[src/rtl/nibbler_ram_pkg.sv]
// Shared types and constants for the Nibbler 4096x4 RAM arbiter.
package nibbler_ram_pkg;

    localparam int RAM_AW = 12;
    localparam int RAM_DW = 4;

    typedef enum logic [1:0] {
        IDLE   = 2'd0,
        SETUP  = 2'd1,
        STROBE = 2'd2,
        HOLD   = 2'd3
    } ram_arb_state_t;

    localparam logic PORT_CPU = 1'b0;
    localparam logic PORT_LDR = 1'b1;

    function automatic logic [1:0] port_mask(input logic port);
        return (port == PORT_LDR) ? 2'b10 : 2'b01;
    endfunction

endpackage

[src/rtl/ram_arb_pick.sv]
// Combinational winner selector for the two RAM requesters.
// RAM_ARB_RR_EN selects round-robin tie breaking; otherwise the CPU port has fixed priority.
module ram_arb_pick
    import nibbler_ram_pkg::*;
(
    input  logic [1:0] req,
    input  logic       last,
    input  logic [1:0] excl,
    output logic       gnt,
    output logic       gnt_vld
);

    logic [1:0] cand;

    assign cand    = req & ~excl;
    assign gnt_vld = |cand;

`ifdef RAM_ARB_RR_EN
    always_comb begin
        if (&cand)
            gnt = ~last;
        else if (cand[0])
            gnt = PORT_CPU;
        else
            gnt = PORT_LDR;
    end
`else
    logic unused_last;
    assign unused_last = last;
    assign gnt = cand[0] ? PORT_CPU : PORT_LDR;
`endif

endmodule

[src/rtl/ram_arbiter.sv]
// Two-port arbiter and SETUP/STROBE/HOLD sequencer for the Nibbler asynchronous RAM.
// Define RAM_ARB_RR_EN for round-robin tie breaking (default: CPU fixed priority).
module ram_arbiter
    import nibbler_ram_pkg::*;
#(
    parameter int unsigned STROBE_CYCLES = 1
) (
    input  logic              clk,
    input  logic              reset,
    input  logic              cpu_req,
    input  logic              cpu_we,
    input  logic [RAM_AW-1:0] cpu_addr,
    input  logic [RAM_DW-1:0] cpu_wdata,
    output logic              cpu_ack,
    output logic [RAM_DW-1:0] cpu_rdata,
    input  logic              ldr_req,
    input  logic              ldr_we,
    input  logic [RAM_AW-1:0] ldr_addr,
    input  logic [RAM_DW-1:0] ldr_wdata,
    output logic              ldr_ack,
    output logic [RAM_DW-1:0] ldr_rdata,
    output logic [RAM_AW-1:0] ram_addr,
    output logic              ram_n_cs,
    output logic              ram_n_we,
    output logic [RAM_DW-1:0] ram_wdata,
    output logic              ram_wdata_oe,
    input  logic [RAM_DW-1:0] ram_rdata,
    output logic              busy
);

    localparam logic [3:0] STROBE_LOAD = 4'(STROBE_CYCLES);

    ram_arb_state_t    state, state_d;
    logic [3:0]        cnt, cnt_d;
    logic              cur_port, cur_we, last_port;
    logic              grant;
    logic [1:0]        pick_excl;
    logic              pick_gnt, pick_vld;
    logic              pick_we;
    logic [RAM_AW-1:0] pick_addr;
    logic [RAM_DW-1:0] pick_wdata;
    logic              nxt_we, n_cs_d, n_we_d, oe_d, busy_d;
    logic              cpu_ack_d, ldr_ack_d, rd_capture;

    // In HOLD the port just served is masked so only the other one can chain in.
    assign pick_excl = (state == HOLD) ? port_mask(cur_port) : 2'b00;

    ram_arb_pick u_pick (
        .req     ({ldr_req, cpu_req}),
        .last    (last_port),
        .excl    (pick_excl),
        .gnt     (pick_gnt),
        .gnt_vld (pick_vld)
    );

    assign pick_we    = (pick_gnt == PORT_LDR) ? ldr_we    : cpu_we;
    assign pick_addr  = (pick_gnt == PORT_LDR) ? ldr_addr  : cpu_addr;
    assign pick_wdata = (pick_gnt == PORT_LDR) ? ldr_wdata : cpu_wdata;

    always_ff @(posedge clk or posedge reset) begin
        if (reset) begin
            state <= IDLE;
            cnt   <= '0;
        end else begin
            state <= state_d;
            cnt   <= cnt_d;
        end
    end

    always_comb begin
        state_d = state;
        cnt_d   = cnt;
        grant   = 1'b0;
        case (state)
            IDLE: begin
                if (pick_vld) begin
                    state_d = SETUP;
                    grant   = 1'b1;
                end
            end
            SETUP: begin
                state_d = STROBE;
                cnt_d   = STROBE_LOAD;
            end
            STROBE: begin
                if (cnt == 4'd1)
                    state_d = HOLD;
                else
                    cnt_d = cnt - 4'd1;
            end
            HOLD: begin
                if (pick_vld) begin
                    state_d = SETUP;
                    grant   = 1'b1;
                end else begin
                    state_d = IDLE;
                end
            end
        endcase
    end

    // Outputs are decoded from the next state so they come straight off flops.
    always_comb begin
        nxt_we     = grant ? pick_we : cur_we;
        busy_d     = (state_d != IDLE);
        oe_d       = busy_d && nxt_we;
        n_cs_d     = (state_d != STROBE);
        n_we_d     = !((state_d == STROBE) && nxt_we);
        cpu_ack_d  = (state_d == HOLD) && (cur_port == PORT_CPU);
        ldr_ack_d  = (state_d == HOLD) && (cur_port == PORT_LDR);
        rd_capture = (state == STROBE) && (state_d == HOLD) && !cur_we;
    end

    always_ff @(posedge clk or posedge reset) begin
        if (reset) begin
            cur_port     <= PORT_CPU;
            cur_we       <= 1'b0;
            last_port    <= PORT_LDR;
            ram_addr     <= '0;
            ram_wdata    <= '0;
            ram_wdata_oe <= 1'b0;
            ram_n_cs     <= 1'b1;
            ram_n_we     <= 1'b1;
            cpu_ack      <= 1'b0;
            ldr_ack      <= 1'b0;
            busy         <= 1'b0;
            cpu_rdata    <= '0;
            ldr_rdata    <= '0;
        end else begin
            if (grant) begin
                cur_port  <= pick_gnt;
                cur_we    <= pick_we;
                last_port <= pick_gnt;
                ram_addr  <= pick_addr;
                ram_wdata <= pick_wdata;
            end
            if (rd_capture) begin
                if (cur_port == PORT_LDR)
                    ldr_rdata <= ram_rdata;
                else
                    cpu_rdata <= ram_rdata;
            end
            ram_wdata_oe <= oe_d;
            ram_n_cs     <= n_cs_d;
            ram_n_we     <= n_we_d;
            cpu_ack      <= cpu_ack_d;
            ldr_ack      <= ldr_ack_d;
            busy         <= busy_d;
        end
    end

endmodule

[config.mk]
export PLATFORM = sky130hd
export DESIGN_NAME = ram_arbiter
export DESIGN_NICKNAME = d
export VERILOG_FILES = /design/src/rtl/nibbler_ram_pkg.sv /design/src/rtl/ram_arb_pick.sv /design/src/rtl/ram_arbiter.sv
export SDC_FILE = /design/constraint.sdc
export NUM_CORES = 1
export LEC_CHECK = 0
export CELL_PAD_IN_SITES_DETAIL_PLACEMENT = 1
export CELL_PAD_IN_SITES_GLOBAL_PLACEMENT = 2
export CORE_MARGIN = 3
export CORE_UTILIZATION = 28
export CTS_CLUSTER_DIAMETER = 200
export CTS_CLUSTER_SIZE = 30
export DETAILED_ROUTE_END_ITERATION = 10
export GPL_ROUTABILITY_DRIVEN = 0
export PLACE_DENSITY_LB_ADDON = 0.15
export SYNTH_ARGS = -nofsm -noshare
export SYNTH_HDL_FRONTEND = slang
export SYNTH_SLANG_ARGS = --single-unit
[constraint.sdc]
create_clock -name clk -period 4 [get_ports clk]
set_input_delay 1.2 -clock clk [delete_from_list [all_inputs] [get_ports clk]]
set_output_delay 1.2 -clock clk [all_outputs]
set_load 0.02 [all_outputs]
-- Word level (Yosys, flattened, before mapping)
Cells that the tools add are included.
Widths: inputs -> output; s select.
- flip-flop bits (word level): 38
- latch bits: 0
- bits in writable memories: 0
- bits in read-only memories: 0
- logic and storage cells: 57
- memories: 0
- add/subtract/negate cells: 1
- $mul: 0
- div/mod/pow operators: 0
- order comparisons: 0
- eq/ne operators: 8
- shift operators: 0
- muxes and demuxes: 15
- bitwise logic cells: 3
- reductions and logical operators: 16
- operator list (cell ; number):
    $mux 12 ; 1
    $eq 2x2->1 const B ; 4
    $mux 2 ; 4
    $mux 4 ; 2
    $pmux 2 s4 ; 1
    $pmux 4 s2 ; 1
    $logic_and 1x1->1 ; 6
    $mux 1 ; 6
    $reduce_and 2->1 ; 3
    $eq 4x1->1 const B ; 1
    $ne 2x2->1 const B ; 2
    $reduce_bool 2->1 ; 2
    $reduce_or 2->1 ; 2
    $sub 4x1->4 const B ; 1
    $and 2x2->2 ; 1
    $eq 2x1->1 const B ; 1
    $logic_not 1->1 ; 2
    $logic_not 2->1 ; 1
    $not 2->2 ; 1
    $not 1->1 ; 1

-- Longest topological paths before layout
- word-level depth: 11
- mapped depth: 7
- depth with buffers taken out: 7

-- Cells and area by module
A second synthesis with hierarchy kept.
- cell total of the unflattened synthesis: 158
- area total of the unflattened synthesis: 1833.0 µm²
- modules (own cells, without submodules) (module ; times used ; cells an instance ; area each (µm²)):
    ram_arbiter ; 1 ; 155 ; 1806.7
    ram_arb_pick ; 1 ; 3 ; 26.3

-- Worst setup path after synthesis
No wires, ideal clock.
- path kind: input port to flip-flop
- start point: input ldr_req
- end point: register cpu_rdata[0]
- arrival: 2.308 ns
- required time: 3.872 ns
- slack: 1.565 ns
- stages on the path: 5
- buffers on the path: 0
- cells stage by stage: mux2_4 > a221oi_2 > o31ai_2 > nand3b_2 > mux2_1
- longest elaborated chain between the ends: 8
- elaborated cells between the ends (all ways): 9
- ends and longest elaborated chain (item ; line ; text):
    start, declared ; ram_arbiter.sv:16 ; input logic ldr_req,
    $and 2x2->2 (*) ; ram_arb_pick.sv:15 ; assign cand = req & ~excl;
    $reduce_or 2->1 (*) ; ram_arb_pick.sv:16 ; assign gnt_vld = |cand;
    $mux 1 / $mux 2 (equally long branches) ; ram_arbiter.sv:92, ram_arbiter.sv:76 ;
    $pmux 2 s4 (*) ; ram_arbiter.sv:74 ; case (state)
    $eq 2x2->1 (*) ; ram_arbiter.sv:111 ; rd_capture = (state == STROBE) && (state_d == HOLD) && !cur_we;
    $logic_and 1x1->1 (*) (2 in series) ; ram_arbiter.sv:111 ;
    $reduce_and 2->1 (no line) (*) ; n/a ;
    end signal, assigned ; ram_arbiter.sv:141 ; cpu_rdata <= ram_rdata;
    end, declared ; ram_arbiter.sv:15 ; output logic [RAM_DW-1:0] cpu_rdata,
Mark *: on every way between the ends. The rest lies on a longest branch, timed or not.
A chain may end at the register's enable or synchronous reset.

-- Worst setup path after layout
- start point: input cpu_req
- end point: register ldr_rdata[0]
- longest elaborated chain between the ends: 8
- elaborated cells between the ends (all ways): 9
- ends and longest elaborated chain (item ; line ; text):
    start, declared ; ram_arbiter.sv:10 ; input logic cpu_req,
    $and 2x2->2 (*) ; ram_arb_pick.sv:15 ;
    $reduce_or 2->1 (*) ; ram_arb_pick.sv:16 ;
    $mux 1 / $mux 2 (equally long branches) ; ram_arbiter.sv:92, ram_arbiter.sv:76 ;
    $pmux 2 s4 (*) ; ram_arbiter.sv:74 ;
    $eq 2x2->1 (*) ; ram_arbiter.sv:111 ;
    $logic_and 1x1->1 (*) (2 in series) ; ram_arbiter.sv:111 ;
    $reduce_and 2->1 (no line) (*) ; n/a ;
    end signal, assigned ; ram_arbiter.sv:139 ; ldr_rdata <= ram_rdata;
    end, declared ; ram_arbiter.sv:21 ; output logic [RAM_DW-1:0] ldr_rdata,
Marks and branches as above.

==> results.yml <==
timing:
  clock.fmax_ghz: 0.355
  skew_ps: 9.29
  max_slew.worst_pin.slew_ps: 585
  relSlewSlack_pct: 61.0
  hold_viol_final: 0
  finalSetupViolCount: 0
  setup_ws_ps: 1180
  post-route-min-period_ps: 2820
  setup_tns_ps: 0
  slew_viol_final: 0
  fin_crit_sh_pct: 70.5
  rsz0062_at_grt: "no"
finish:
  utilization_pct: 43.9
  syn_to_final_growth_pct: 48.4
  regArea_sq_um: 953
  instances_no_fill: 307
  fill_cells: 667
  antenna_cells: 0
  drive_gt1_share_pct: 10.8
  multi_input_area_sq_um: 783
  nets: 279
critical_path:
  critPathBufInv: 1
  arrival_ps: 2990
  cp.required_ps: 4170
  reg2reg_from: "state[0]"
  r2r-end: "ram_wdata_oe"
  cp_max_fo: 4
  crit_type: "primary input to flip-flop"
  worstSetupStartpointType: "primary input"
  critical-path-max-stage-delay_ps: 530
  cp_slowest_cell: "clkdlybuf4s50_1"
  path_delay_family: "multiplexers"
  cp-end-kind: "flip-flop"
  reg2reg_slack_ps: 1940
  worstSetupPathDepth: 6
  reg2reg_depth: 6
  cp_cell_sequence: "clkdlybuf4s50_1, mux2_4, a221oi_2, o31ai_2, nand3_2, mux2_2"
synth:
  synthMuxAreaShare_pct: 17.1
  synth.distinct_cells: 32
  synth_compound_area_share_pct: 10.5
  synthAdderAreaFrac_pct: 4.16
  yosys.area_share.xor_xnor_pct: 0
  syn_nets: 206
  synth_area_sq_um: 1800
  synth_simple_gate_area_share_pct: 11.7
  syn_area_per_cell_sq_um: 11.4
  synth_top_family_by_area: "multiplexers"
  synthCells: 158
  ys_ff_latch: 38
  ys_warn_count: 0
  seq_area_frac_synth_pct: 52.8
global_route:
  grt_pass1_wl_um: 7770
  grtUsageTotal_pct: 13.5
  grt_overflow: 0
  grt_max_degree: 39
  grt_pass1_vias: 1619
  grt_antenna_before_repair: 0
cts:
  post_cts_resized: 0
  cts_tree: "yes"
  clk_latency_ps: 290
  cts_hold_buf: 0
  htree_levels: 2
  post_cts_buffers: 0
  cts.sinks: 38
  cts_made_buffers: 5
  clk_pin_slew_ps: 80
  clockBufferDepth: 2
  cts_root_buf: "clkbuf_8"
floorplanning:
  rows: 28
  die_y_um: 86.3
  dieArea_sq_um: 7440
  start_util_pct: 29.6
  ios: 72
  chipWidth_um: 86.3
  core_sq_um: 6100
hold_path:
  worstHoldPathCells: 1
  hold_end: "ram_n_we"
  worst_hold_startpoint: "cur_we"
  worst_hold_path_type: "flip-flop to flip-flop"
power_and_ir_drop:
  power.density_nw_per_um2: 807
  leakage_nw: 1.17
  peakVddDrop_uv: 434
place:
  dp_hpwl_um: 3600
  io_buffers: 71
  pre_cts_slack_ps: 871
  dp_cells: 299
route:
  num_vias: 1418
  drtAntennaViolNets: 0
  dr.pass1.iters: 3
  routed_wl_um: 4760
  viasPerCell: 4.62
  drt_iter0_drc: 42
  drc: 0
  wl_per_cell_um: 15.5
flow_run:
  maxCapViolCount: 0
run_status:
  status: "finished clean"
where the power goes:
group	switching, W	internal, W	total (W)
clock network	0.000135	0.000139	0.000275
logic	0.000652	0.000540	0.00119
registers	0.000117	0.000576	0.000693
cells in the mapped netlist:
cell type | n | area share, %
a21boi_1 | 1 | 0.42
a21oi_1 | 16 | 4.4
a21oi_4 | 1 | 0.90
a221oi_2 | 1 | 0.83
a22oi_1 | 1 | 0.42
a32o_1 | 1 | 0.55
buf_2 | 3 | 0.83
buf_6 | 1 | 0.62
clkbuf_1 | 3 | 0.62
dfrtp_1 | 36 | 50
dfstp_2 | 2 | 2.9
ha_1 | 6 | 4.2
inv_1 | 8 | 1.7
mux2_1 | 5 | 3.1
mux2_2 | 5 | 3.1
mux2_4 | 1 | 0.83
mux2i_1 | 18 | 10
nand2_1 | 10 | 2.1
nand2_4 | 1 | 0.62
nand2b_1 | 2 | 0.69
nand2b_4 | 1 | 0.76
nand3_1 | 1 | 0.28
nand3_2 | 1 | 0.55
nand3b_2 | 1 | 0.62
nor2_1 | 20 | 4.2
nor3_1 | 2 | 0.55
nor3_4 | 1 | 0.90
nor3b_1 | 1 | 0.42
o211ai_1 | 1 | 0.42
o21ai_0 | 5 | 1.4
o22a_1 | 1 | 0.49
o31ai_2 | 1 | 0.69
kinds of logic (layout without fill, tap and decap cells):
logic type / Yosys count / after routing
compound gates: 29 / 29
flops: 38 / 38
mux: 29 / 29
fa+ha+maj: 6 / 6
simple gates: 41 / 41
buf+inv: 15 / 89
through the flow:
stage                     cell area (sq um)  total power [W]  hold WS (ps)
after global routing                   2680          0.00234           521
after floorplan                        1800          0.00143           418
after detailed placement               2590          0.00192           478
final                                  2680          0.00216           483
after CTS                              2680          0.00221           489
after global placement                 2590          0.00186           468
layout make-up:
| class | instances | share of cell area (%) |
|---|---|---|
| Clock buffer | 7 | 3.22 |
| Clock inverter | 1 | 0.187 |
| Tap cell | 75 | 3.50 |
| Timing Repair Buffer | 73 | 27.1 |
| Sequential cell | 38 | 35.6 |
| Inverter | 8 | 1.12 |
| Multi-Input combinational cell | 105 | 29.3 |
per-layer routing:
metal / share of wire (%) / vias up / global-route usage, % / wire (um)
met4: 1.2 / 0 / 4.67 / 57
met3: 5.8 / 5 / 4.37 / 275
met5: 0 / - / 0 / 0
met1: 40 / 689 / 15.1 / 1920
li1: - / 685 / - / -
met2: 53 / 39 / 24.2 / 2510
state kept, by name, indices dropped and copies added, names as in the netlist:
name          cells
ram_wdata         4
cur_port          1
ram_n_we          1
ram_wdata_oe      1
cpu_ack           1
busy              1
cpu_rdata         4
cur_we            1
ldr_rdata         4
ram_addr         12
ram_n_cs          1
ldr_ack           1
cnt               4
state             2
layout by cell type, fill, tap and decap left out, types with 6 or more instances in the layout:
cell	count
ha_1	6
clkdlybuf4s50_1	71
mux2i_1	18
nor2_1	20
nand2_1	10
inv_1	8
dfrtp_1	36
a21oi_1	16
clkbuf_8	6
worst register-to-register path, cell delays in order (launching register included):
cell and delay [ps]:
dfrtp_1 440, ha_1 320, nand2b_4 100, nand2_4 280
mux2_2 380, mux2_2 280, a21boi_1 130
how the worst max path moves through the flow:
stage / startpoint / to / slack, ps
after detailed placement: cpu_req / ldr_rdata[0] / 870
after floorplan: ldr_req / cpu_rdata[0] / 1560
final: cpu_req / ldr_rdata[0] / 1180
after CTS: cpu_req / ldr_rdata[0] / 1180
after global placement: cpu_req / cpu_rdata[2] / 930
after global routing: cpu_req / cpu_rdata[3] / 1130
No activity file was read; power rests on OpenSTA's default activity.
